## config.mk

```make
export PLATFORM = sky130hd
export DESIGN_NAME = ascii_hex_parser
export DESIGN_NICKNAME = d
export VERILOG_FILES = /design/src/rtl/ascii_hex_parser.sv
export SDC_FILE = /design/constraint.sdc
export NUM_CORES = 1
export LEC_CHECK = 0
export BUFFER_PORTS_ARGS = -buffer_cell sky130_fd_sc_hd__buf_2
export CAP_MARGIN = 20
export CORE_MARGIN = 1
export CORE_UTILIZATION = 57
export CTS_CLUSTER_SIZE = 24
export DETAILED_ROUTE_END_ITERATION = 10
export MAX_ROUTING_LAYER = met4
export PLACE_DENSITY = 0.8
export SETUP_SLACK_MARGIN = 0.02
export SLEW_MARGIN = 20
export SYNTH_ARGS = -nofsm -noshare
export SYNTH_HDL_FRONTEND = slang
export SYNTH_SLANG_ARGS = --single-unit
```

## constraint.sdc

```tcl
create_clock -name clk -period 4.85 [get_ports clk]
set_clock_uncertainty 0.15 [all_clocks]
set_input_delay 0.7275 -clock clk [delete_from_list [all_inputs] [get_ports clk]]
set_output_delay 0.7275 -clock clk [all_outputs]
set_load 0.1 [all_outputs]
```

## src/rtl/ascii_hex_parser.sv

```systemverilog
`default_nettype none
// ============================================================================
// Module      : ascii_hex_parser
// Description : Turns a stream of ASCII characters from the UART or keyboard
//               front end into a binary value for the debug console.
//               Hex digits accumulate MSB-first. A terminator (CR, LF or
//               space) commits the accumulated value. BS deletes the last
//               digit and ESC abandons the entry. A bad character or a
//               digit overflow discards the whole entry at its terminator
//               and raises a one-cycle error pulse.
//               The live accumulator is exported so the display formatter
//               can echo it while the user types.
// Ports       : clk          system clock, rising edge
//               rst_n        synchronous reset, active-low
//               char_valid   char_data is valid this cycle
//               char_data    ASCII character
//               char_ready   parser can accept (low only in the commit cycle)
//               acc          live partial value, right-aligned
//               digit_cnt    number of digits held in acc
//               value        last committed value, held until the next commit
//               value_valid  one-cycle pulse: value was updated
//               err          one-cycle pulse: an erroneous entry was discarded
// Revision    : 1.0 - initial release
// ============================================================================
module ascii_hex_parser #(
    parameter int MAX_DIGITS = 8,   // 1..15
    parameter int OUT_W      = 32   // must equal 4*MAX_DIGITS
) (
    input  logic             clk,
    input  logic             rst_n,
    input  logic             char_valid,
    input  logic [7:0]       char_data,
    output logic             char_ready,
    output logic [OUT_W-1:0] acc,
    output logic [3:0]       digit_cnt,
    output logic [OUT_W-1:0] value,
    output logic             value_valid,
    output logic             err
);

    localparam logic [1:0] c_IDLE  = 2'd0;
    localparam logic [1:0] c_ACCUM = 2'd1;
    localparam logic [1:0] c_BAD   = 2'd2;
    localparam logic [1:0] c_EMIT  = 2'd3;

    localparam logic [3:0] c_MAX_CNT = MAX_DIGITS[3:0];

    logic [1:0]       r_state, w_state_nxt;
    logic [OUT_W-1:0] r_acc, w_acc_nxt;
    logic [3:0]       r_cnt, w_cnt_nxt;
    logic [OUT_W-1:0] r_value, w_value_nxt;
    logic             r_value_valid, w_value_valid_nxt;
    logic             r_err, w_err_nxt;

    logic             w_xfer;
    logic             w_is_hex, w_is_bs, w_is_esc, w_is_term;
    logic [3:0]       w_nibble;

    // ------------------------------------------------------------------
    // Character classification
    // ------------------------------------------------------------------
    always_comb begin
        w_is_hex = 1'b0;
        w_nibble = 4'd0;
        if (char_data >= 8'h30 && char_data <= 8'h39) begin
            w_is_hex = 1'b1;
            w_nibble = char_data[3:0];
        end else if ((char_data >= 8'h41 && char_data <= 8'h46) ||
                     (char_data >= 8'h61 && char_data <= 8'h66)) begin
            // 'A'/'a' have low nibble 1, so adding 9 maps them to 10..15
            w_is_hex = 1'b1;
            w_nibble = char_data[3:0] + 4'd9;
        end
    end

    assign w_is_bs   = (char_data == 8'h08);
    assign w_is_esc  = (char_data == 8'h1B);
    assign w_is_term = (char_data == 8'h0D) || (char_data == 8'h0A) ||
                       (char_data == 8'h20);

    assign char_ready = (r_state != c_EMIT);
    assign w_xfer     = char_valid & char_ready;

    // ------------------------------------------------------------------
    // Next-state and datapath
    // ------------------------------------------------------------------
    always_comb begin
        w_state_nxt       = r_state;
        w_acc_nxt         = r_acc;
        w_cnt_nxt         = r_cnt;
        w_value_nxt       = r_value;
        w_value_valid_nxt = 1'b0;
        w_err_nxt         = 1'b0;

        case (r_state)
            c_IDLE, c_ACCUM: begin
                if (w_xfer) begin
                    if (w_is_hex) begin
                        if (r_cnt < c_MAX_CNT) begin
                            w_acc_nxt   = (r_acc << 4) | OUT_W'(w_nibble);
                            w_cnt_nxt   = r_cnt + 4'd1;
                            w_state_nxt = c_ACCUM;
                        end else begin
                            // Overflow: keep what is shown, swallow until a terminator
                            w_state_nxt = c_BAD;
                        end
                    end else if (w_is_bs) begin
                        if (r_cnt != 4'd0) begin
                            w_acc_nxt   = r_acc >> 4;
                            w_cnt_nxt   = r_cnt - 4'd1;
                            w_state_nxt = (r_cnt == 4'd1) ? c_IDLE : c_ACCUM;
                        end
                    end else if (w_is_term) begin
                        // An empty entry never commits, so CR LF or a run of
                        // spaces produces at most one value
                        if (r_cnt != 4'd0) begin
                            w_value_nxt       = r_acc;
                            w_acc_nxt         = '0;
                            w_cnt_nxt         = 4'd0;
                            w_value_valid_nxt = 1'b1;
                            w_state_nxt       = c_EMIT;
                        end
                    end else if (w_is_esc) begin
                        w_acc_nxt   = '0;
                        w_cnt_nxt   = 4'd0;
                        w_state_nxt = c_IDLE;
                    end else begin
                        w_state_nxt = c_BAD;
                    end
                end
            end

            c_BAD: begin
                if (w_xfer) begin
                    if (w_is_term) begin
                        w_err_nxt   = 1'b1;
                        w_acc_nxt   = '0;
                        w_cnt_nxt   = 4'd0;
                        w_state_nxt = c_IDLE;
                    end else if (w_is_esc) begin
                        w_acc_nxt   = '0;
                        w_cnt_nxt   = 4'd0;
                        w_state_nxt = c_IDLE;
                    end
                end
            end

            c_EMIT: begin
                w_state_nxt = c_IDLE;
            end

            default: begin
                w_state_nxt = c_IDLE;
            end
        endcase
    end

    // ------------------------------------------------------------------
    // Registers
    // ------------------------------------------------------------------
    always_ff @(posedge clk) begin
        if (!rst_n) begin
            r_state       <= c_IDLE;
            r_acc         <= '0;
            r_cnt         <= 4'd0;
            r_value       <= '0;
            r_value_valid <= 1'b0;
            r_err         <= 1'b0;
        end else begin
            r_state       <= w_state_nxt;
            r_acc         <= w_acc_nxt;
            r_cnt         <= w_cnt_nxt;
            r_value       <= w_value_nxt;
            r_value_valid <= w_value_valid_nxt;
            r_err         <= w_err_nxt;
        end
    end

    assign acc         = r_acc;
    assign digit_cnt   = r_cnt;
    assign value       = r_value;
    assign value_valid = r_value_valid;
    assign err         = r_err;

endmodule
`default_nettype wire

```

==> run_results.csv, run 1 <==
group,metric,value,unit
cts,insertion_delay,340,ps
synthesis,synth.yosys.seq_area_share,43.1,%
setup_path,worst_ep_arrival_time,3200,ps
final_layout,antenna_cells,0,
setup_path,cpMaxStageDelayCell,"sky130_fd_sc_hd__a2111oi_4",
final_layout,layout.cells.most_common,"sky130_fd_sc_hd__buf_2",
floorplanning,initial_utilization,60.0,%
cts,clkSlewWorstSetupHoldPaths,70,ps
synthesis,yosysUniqueCellTypes,55,
global_route,antenna_found_initial,0,
synthesis,synthesis.area,3340,sq um
status,status,"complete, no violations",
route,drcViolationCount,0,
final_layout,final_net_count,476,
cts,cts_inserted_buffers,9,
cts,cts_resized,0,
min_path,hold-path-cell-count,2,
synthesis,synth.largest_area_cell,"sky130_fd_sc_hd__dfxtp_1",
setup_path,worst_setup_path_end_kind,"register",
timing,remaining_max_slew_budget_at_the_tightest_pin,40.9,%
setup_path,cp-start-kind,"input port",
global_route,grt_usage,31.5,%
synthesis,yosysTopAreaCellShare,43.1,%
floorplanning,die_y,78.6,um
route,dr.pass1.iters,5,
timing,hold_slack,327,ps
cts,cts_setup_buffers,0,
floorplanning,die_area,6170,sq um
place,hpwl_reported_at_the_end_of_detailed_placement,5930,um
floorplanning,ios,82,
synthesis,syn_avg_cell_area,8.50,sq um
synthesis,synthesis.instances,393,
route,drt_first_iter_violations,331,
global_route,first_global_vias,3062,
timing,timing.final.hold_violations,0,
route,route.detailed.wl_per_inst,17.0,um
cts,cts-htree-levels,3,
timing,max_slew_violation_count,0,
final_layout,mostFrequentLayoutCells,"sky130_fd_sc_hd__buf_2, sky130_fd_sc_hd__dfxtp_1, sky130_fd_sc_hd__nand2_1, sky130_fd_sc_hd__nand3_1",
synthesis,synth-warning-count,0,
timing,layout_worst_path_cycle_share,65.0,%
place,placer_congestion,0.896,
synthesis,synth_top_flop_cell,"sky130_fd_sc_hd__dfxtp_1",
global_route,grt_first_pass_wirelength,14800,um
power,power.static_leakage,1.54,nW
setup_path,crit_path_cell_trace,"buf_2 -> inv_1 -> ha_1 -> nor4bb_1 -> o21bai_1 -> a21oi_1 -> a2111oi_4 -> buf_4 -> o22ai_1",
run,maxCapViolCount,0,
power,cell_internal_pwr,866,uW
global_route,global_route.overflow_total,0,
synthesis,asyncSetResetFlopFracSynth,0,%
power,share_comb_of_total_power,7.4,%
route,via_per_inst,6.36,
route,drt-total-wl,9090,um
final_layout,final_layout_size_suffix_gt1_share,24.7,%
floorplanning,core,5570,sq um
timing,worst_pin_slew,875,ps
timing,fmaxAchievable,317,MHz
cts,ctsRootBufferMaster,"sky130_fd_sc_hd__clkbuf_8",
power,power.switching_fraction,24.8,%
synthesis,ys_ff_latch,72,
setup_path,r2r.worst_path.cells,7,
setup_path,timing_worst_setup_path_type,"in2reg",
setup_path,critical_path.max_fanout,27,
synthesis,synth_enable_flop_cells,0,
setup_path,crit_path_max_incr_delay,620,ps
power,vdd_ir_drop_max,0.244,mV
global_route,grt_start_max_net_pins,41,
floorplanning,width_of_the_die,78.6,um
timing,setup-violations-final,0,
power,power_per_cell_area,293,nW/um^2
route,ant_nets,0,
timing,unrepaired_setup_endpoints_after_global_routing,"no",
min_path,hp-class,"reg2reg",
cts,cts_tree,"done",
place,numPortBuffers,81,
cts,clockBufferDepth,2,
cts,cts.sink_count,72,
synthesis,synth.top_cells.by_area,"sky130_fd_sc_hd__dfxtp_1, sky130_fd_sc_hd__a22oi_1, sky130_fd_sc_hd__o22ai_1, sky130_fd_sc_hd__nand3_1, sky130_fd_sc_hd__a21oi_1",
cts,hold_fix_buffers_cts,0,
power,power.share.sequential,51.9,%
power,p_sw,286,uW
setup_path,endpoint_required_time_on_the_critical_path,4900,ps
synthesis,net_count_after_synthesis,412,
power,clock_power_share,40.7,%
timing,final_sum_of_negative_setup_slack,0,ps
final_layout,flow.area_growth_from_synthesis,17.7,%
timing,period_minus_slack,3150,ps
floorplanning,placement_rows,27,
route,routed-via-count,3396,
==> Yosys cell counts (all sizes together) (2+ instances only) <==
cell,count
a2111oi,2
a21o,2
a21oi,36
a221oi,2
a22oi,25
a31oi,3
and3,2
and4,2
buf,6
clkbuf,28
dfxtp,72
ha,8
inv,7
nand2,42
nand2b,3
nand3,37
nor2,7
nor2b,3
nor3,7
nor4b,2
o21ai,35
o21bai,2
o22ai,30
o2bb2ai,4
o31ai,2
o32ai,2
or3,2
==> worst max-delay path: cells and delay by family <==
kind                     cells  cell delay [ps]
AO/OA/AOI/OAI                4             1240
buffers and inverters        3              610
AND/OR/NAND/NOR              1              380
adder cells (fa/ha/maj)      1              250
==> sequential cells by signal, indices dropped and copies added, names as in the netlist <==
register / count
acc: 32
value: 32
r_state: 2
digit_cnt: 4
value_valid: 1
err: 1
==> through the flow <==
step                      setup slack [ps]  area [sq um]  util [%]  instances  power (mW)
after global routing                  1440          3930      70.6        534        1.19
after CTS                             1720          3930      70.5        534        1.16
final                                 1700          3930      70.6        534        1.15
after global placement                1450          3730      67.0        518       0.694
after detailed placement              1390          3730      67.0        518       0.695
after floorplan                       2050          3340         -        393       0.674
==> worst paths after layout <==
path           startpoint         to  slack (ps)
max          char_data[0]     acc[4]        1700
min              value[2]   value[2]         330
max reg2reg  digit_cnt[0]  value[13]        2300
min reg2reg      value[2]   value[2]         330
==> layout make-up <==
class                           instances  area (sq um)
Inverter                                7          26.3
Sequential cell                        72          1440
Multi-Input combinational cell        280          1730
Timing Repair Buffer                   87           450
Clock buffer                           11           141
Fill cell                             483          1640
Clock inverter                          5          56.3
Tap cell                               72          90.1
==> layer usage <==
layer,vias up,track usage [%],wire (um),part of all wire (%)
met5,-,-,0,0
met4,0,14.6,203,2.2
met3,20,5.47,685,7.5
met2,172,47.7,4320,48
met1,1600,40.9,3880,43
li1,1604,-,-,-
==> cell families after synthesis <==
family | Yosys count | synth area share [%]
DFF | 72 | 43.1
muxes | 1 | 0.300
AOI/OAI and AO/OA | 157 | 30.5
adders and majority gates | 8 | 3.00
xor gates and xnor gates | 2 | 0.524
buffers and inverters | 41 | 5.35
and+or+nand+nor | 112 | 17.2
==> power groups by stage <==
| stage | Sequential, mW | Clock [mW] | Combinational, mW |
|---|---|---|---|
| after floorplan | 0.618 | 0 | 0.0555 |
| after global placement | 0.611 | 0 | 0.0831 |
| after detailed placement | 0.611 | 0 | 0.0841 |
| after CTS | 0.598 | 0.477 | 0.0846 |
| after global routing | 0.598 | 0.500 | 0.0931 |
| final | 0.598 | 0.468 | 0.0858 |
(Power assumes the default switching activity.)
==> run 2: changes to the inputs <==
Settings changed: CORE_UTILIZATION 57 to 53, PLACE_DENSITY 0.8 to 0.75.
Clock period 4.85 ns to 3 ns, I/O delays scaled along.
==> run_results.csv, run 2 (synthesized netlist as in run 1, its figures left out) <==
group,metric,value,unit
status,status,"complete, no violations",
cts,hold_fix_buffers_cts,0,
final_layout,final_layout_size_suffix_gt1_share,25.6,%
timing,hold_slack,291,ps
setup_path,timing_worst_setup_path_type,"in2reg",
cts,cts_setup_buffers,0,
floorplanning,initial_utilization,55.8,%
floorplanning,ios,82,
place,hpwl_reported_at_the_end_of_detailed_placement,6110,um
min_path,min_from,"char_valid",
setup_path,worst_ep_arrival_time,2580,ps
timing,timing.final.hold_violations,0,
floorplanning,die_y,81.4,um
route,routed-via-count,3449,
final_layout,layout.cells.most_common,"sky130_fd_sc_hd__buf_2",
route,drcViolationCount,0,
global_route,global_route.overflow_total,0,
setup_path,cp-start-kind,"input port",
setup_path,crit_path_cell_trace,"buf_2 -> inv_1 -> ha_1 -> nor4bb_1 -> o21bai_1 -> a21oi_1 -> a2111oi_4 -> buf_12 -> o22ai_1",
route,drt-total-wl,9330,um
cts,ctsRootBufferMaster,"sky130_fd_sc_hd__clkbuf_8",
route,drt_first_iter_violations,215,
final_layout,mostFrequentLayoutCells,"sky130_fd_sc_hd__buf_2, sky130_fd_sc_hd__dfxtp_1, sky130_fd_sc_hd__nand2_1, sky130_fd_sc_hd__nand3_1",
cts,cts-htree-levels,3,
cts,cts_resized,0,
global_route,antenna_found_initial,0,
power,p_sw,472,uW
global_route,first_global_vias,2995,
timing,final_sum_of_negative_setup_slack,0,ps
final_layout,antenna_cells,0,
setup_path,crit_path_start,"char_data[0]",
power,vdd_ir_drop_max,0.402,mV
timing,period_minus_slack,2520,ps
timing,layout_worst_path_cycle_share,84.1,%
cts,clkSlewWorstSetupHoldPaths,80,ps
route,route.detailed.wl_per_inst,17.2,um
setup_path,crit_path_max_incr_delay,480,ps
cts,cts.sink_count,72,
power,clock_power_share,42.4,%
run,maxCapViolCount,0,
setup_path,r2r-start,"digit_cnt[1]",
route,via_per_inst,6.34,
setup_path,rr_endpoint,"digit_cnt[1]",
power,power.static_leakage,1.59,nW
setup_path,critical_path.max_fanout,28,
floorplanning,core,5990,sq um
power,power.switching_fraction,24.4,%
setup_path,worst_path_bufs_invs,3,
final_layout,final_net_count,485,
setup_path,worst_setup_path_end_kind,"register",
cts,cts_inserted_buffers,9,
cts,cts_tree,"done",
global_route,grt_usage,30.2,%
floorplanning,placement_rows,28,
power,cell_internal_pwr,1.46,mW
power,power_per_cell_area,479,nW/um^2
global_route,grt_start_max_net_pins,40,
setup_path,cpMaxStageDelayCell,"sky130_fd_sc_hd__a2111oi_4",
floorplanning,die_area,6630,sq um
power,share_comb_of_total_power,7.7,%
setup_path,cp-endpoint,"acc[21]",
floorplanning,width_of_the_die,81.4,um
power,power.share.sequential,49.9,%
setup_path,endpoint_required_time_on_the_critical_path,3060,ps
timing,unrepaired_setup_endpoints_after_global_routing,"no",
cts,clockBufferDepth,2,
setup_path,timing.critical_path.depth,9,
place,numPortBuffers,81,
timing,remaining_max_slew_budget_at_the_tightest_pin,51.5,%
route,ant_nets,0,
place,placer_congestion,0.868,
setup_path,ff2ff_setup_slack,970,ps
final_layout,flow.area_growth_from_synthesis,20.9,%
timing,max_slew_violation_count,0,
setup_path,r2r.worst_path.cells,7,
route,dr.pass1.iters,5,
timing,fmaxAchievable,396,MHz
min_path,hp-class,"in2reg",
cts,insertion_delay,340,ps
timing,worst_pin_slew,723,ps
setup_path,worst_path_dominant_cell_family,"compound AO/OA/AOI/OAI gates",
power,total_power,1.93,mW
timing,setup-violations-final,0,
global_route,grt_first_pass_wirelength,14900,um
[run 2: routing by layer]
layer,vias to the layer above,global-route usage (%),part of all wire (%)
li1,1623,-,-
met1,1640,40.7,44
met2,175,44.8,47
met3,11,6.18,7.9
met4,0,10.2,1.1
met5,-,-,0
[run 2: how the worst min path moves through the flow]
stage / to / slack, ps / cells past startpoint
2_1_floorplan: r_state[0] / 390 / 3
5_1_grt: err / 290 / 3
3_5_place_dp: value[12] / 310 / 2
4_1_cts: err / 280 / 3
6_report: err / 290 / 3
3_3_place_gp: value[18] / 310 / 2
[run 2: cell type report]
type | count | area [sq um]
timing repair buffer | 96 | 543
fill | 488 | 1950
inverter | 7 | 26.3
clock inverter | 5 | 83.8
clock buffer | 9 | 124
tap | 75 | 93.8
sequential | 72 | 1440
multi-input combinational | 280 | 1730
[run 2: power by group through the flow]
stage | Clock (mW) | Sequential [mW] | Combinational [mW]
6_report | 0.820 | 0.966 | 0.149
5_1_grt | 0.869 | 0.967 | 0.160
4_1_cts | 0.824 | 0.966 | 0.146
3_5_place_dp | 0 | 0.988 | 0.145
3_3_place_gp | 0 | 0.988 | 0.146
2_1_floorplan | 0 | 1.00 | 0.0897
[run 2: worst reg2reg max path: cells and delay by family, from the launching register on]
family | cells | cell delay, ps
buffers and inverters | 2 | 340
flip-flops | 1 | 360
AO/OA/AOI/OAI | 3 | 810
adder cells (fa/ha/maj) | 1 | 160
AND/OR/NAND/NOR | 1 | 120
[run 2: metrics by stage]
| stage | cells | util, % | instance area [sq um] | setup WS (ps) |
|---|---|---|---|---|
| 5_1_grt | 544 | 67.4 | 4040 | 301 |
| 3_3_place_gp | 530 | 64.0 | 3830 | 189 |
| 2_1_floorplan | 393 | - | 3340 | 365 |
| 6_report | 544 | 67.4 | 4040 | 477 |
| 4_1_cts | 544 | 67.4 | 4040 | 526 |
| 3_5_place_dp | 530 | 64.0 | 3830 | 182 |
==> run 3: changes to the inputs <==
Clock period 3 ns to 2.6 ns, I/O delays scaled along.
==> run_results.csv, run 3 (synthesized netlist as in run 1, its figures left out) <==
group,metric,value,unit
route,ant_nets,0,
place,hpwl_reported_at_the_end_of_detailed_placement,6600,um
power,clock_power_share,40.3,%
timing,final.setup.worst_slack,298,ps
setup_path,endpoint_required_time_on_the_critical_path,2700,ps
floorplanning,ios,82,
floorplanning,width_of_the_die,81.4,um
final_layout,final_net_count,500,
timing,setup-violations-final,0,
place,place_worst_setup_slack,-40.5,ps
cts,cts_resized,0,
route,via_per_inst,6.15,
global_route,global_route.overflow_total,0,
cts,cts_setup_buffers,0,
power,power.static_leakage,1.65,nW
final_layout,regArea,1440,sq um
global_route,grt_start_max_net_pins,40,
final_layout,n_fill_cell,491,
global_route,grt_first_pass_wirelength,15100,um
cts,cts_inserted_buffers,9,
setup_path,crit_path_start,"char_data[1]",
global_route,antenna_found_initial,0,
final_layout,antenna_cells,0,
final_layout,multi_input_area,1730,sq um
timing,fmaxAchievable,434,MHz
route,route.detailed.wl_per_inst,17.1,um
cts,clockBufferDepth,2,
cts,cts_tree,"done",
final_layout,mostFrequentLayoutCells,"sky130_fd_sc_hd__buf_2, sky130_fd_sc_hd__dfxtp_1, sky130_fd_sc_hd__nand2_1, sky130_fd_sc_hd__nand3_1",
route,drt-total-wl,9590,um
floorplanning,initial_utilization,55.8,%
route,drt_first_iter_violations,294,
place,placer_congestion,0.902,
timing,remaining_max_slew_budget_at_the_tightest_pin,67.3,%
final_layout,flow.area_growth_from_synthesis,23.9,%
cts,cts-htree-levels,3,
setup_path,critical_path.max_fanout,34,
timing,unrepaired_setup_endpoints_after_global_routing,"no",
min_path,hp-class,"in2reg",
power,power_per_cell_area,525,nW/um^2
setup_path,cp-start-kind,"input port",
final_layout,layout.cells.most_common,"sky130_fd_sc_hd__buf_2",
timing,period_minus_slack,2300,ps
setup_path,timing_worst_setup_path_type,"in2reg",
cts,cts.sink_count,72,
power,share_comb_of_total_power,8.4,%
place,numPortBuffers,81,
timing,layout_worst_path_cycle_share,88.5,%
floorplanning,placement_rows,28,
cts,hold_fix_buffers_cts,0,
timing,worst_pin_slew,493,ps
power,power.share.sequential,51.3,%
cts,ctsRootBufferMaster,"sky130_fd_sc_hd__clkbuf_8",
power,p_sw,564,uW
setup_path,worst_setup_path_end_kind,"register",
cts,clkSlewWorstSetupHoldPaths,70,ps
setup_path,r2r-start,"digit_cnt[1]",
min_path,min_from,"char_valid",
power,power.switching_fraction,25.9,%
route,dr.pass1.iters,5,
route,routed-via-count,3448,
final_layout,final_layout_size_suffix_gt1_share,28.4,%
status,status,"complete, no violations",
floorplanning,core,5990,sq um
cts,insertion_delay,350,ps
timing,max_slew_violation_count,0,
power,total_power,2.18,mW
route,drcViolationCount,0,
power,vdd_ir_drop_max,0.433,mV
power,cell_internal_pwr,1.61,mW
floorplanning,die_y,81.4,um
floorplanning,die_area,6630,sq um
global_route,first_global_vias,3105,
setup_path,worst_ep_arrival_time,2400,ps
run,maxCapViolCount,0,
timing,timing.final.hold_violations,0,
global_route,grt_usage,31.0,%
[run 3: path summary, 6_finish.rpt]
path | endpoint | slack (ps) | cells past startpoint
worst min register to register | value[12] | 330 | 2
worst max register to register | digit_cnt[1] | 590 | 8
worst min-delay path | err | 220 | 3
worst max-delay path | digit_cnt[1] | 300 | 10
[run 3: metal layers]
| layer | vias to the layer above | GRT usage [%] | share of wire, % |
|---|---|---|---|
| met2 | 129 | 48.8 | 49 |
| met5 | - | - | 0 |
| met3 | 13 | 8.20 | 5.8 |
| met1 | 1653 | 38.9 | 44 |
| met4 | 0 | 9.11 | 1.2 |
| li1 | 1653 | - | - |
[run 3: metrics by stage]
stage               util (%)  TNS (ps)  instances  cell area [sq um]  hold slack (ps)
global route            69.1         0        561               4140              218
finish                  69.1         0        561               4140              221
floorplan                  -         0        393               3340              388
detailed placement      65.9     -40.5        545               3950              314
global placement        65.9         0        545               3950              308
CTS                     69.1         0        561               4140              211
[run 3: cell type report]
class | instances | area share, %
multi-input combinational | 280 | 41.7
sequential | 72 | 34.9
timing repair buffer | 111 | 15.8
clock buffer | 10 | 3.08
clock inverter | 6 | 1.63
inverter | 7 | 0.634
tap | 75 | 2.27
[run 3: power groups by stage]
stage               Combinational (mW)  Clock [mW]  Sequential [mW]
finish                           0.183       0.877             1.12
global route                     0.195       0.942             1.12
CTS                              0.181       0.887             1.12
detailed placement               0.180           0             1.14
global placement                 0.178           0             1.14
floorplan                        0.104           0             1.15
[run 3: worst max-delay path: stages]
cell and delay [ps]:
sky130_fd_sc_hd__buf_2 130, sky130_fd_sc_hd__inv_1 80, sky130_fd_sc_hd__ha_1 200, sky130_fd_sc_hd__nor2_1 60, sky130_fd_sc_hd__or4b_1 530, sky130_fd_sc_hd__a2111oi_2 360, sky130_fd_sc_hd__buf_4 200, sky130_fd_sc_hd__a2111oi_4 40
sky130_fd_sc_hd__buf_12 190, sky130_fd_sc_hd__o32ai_1 210
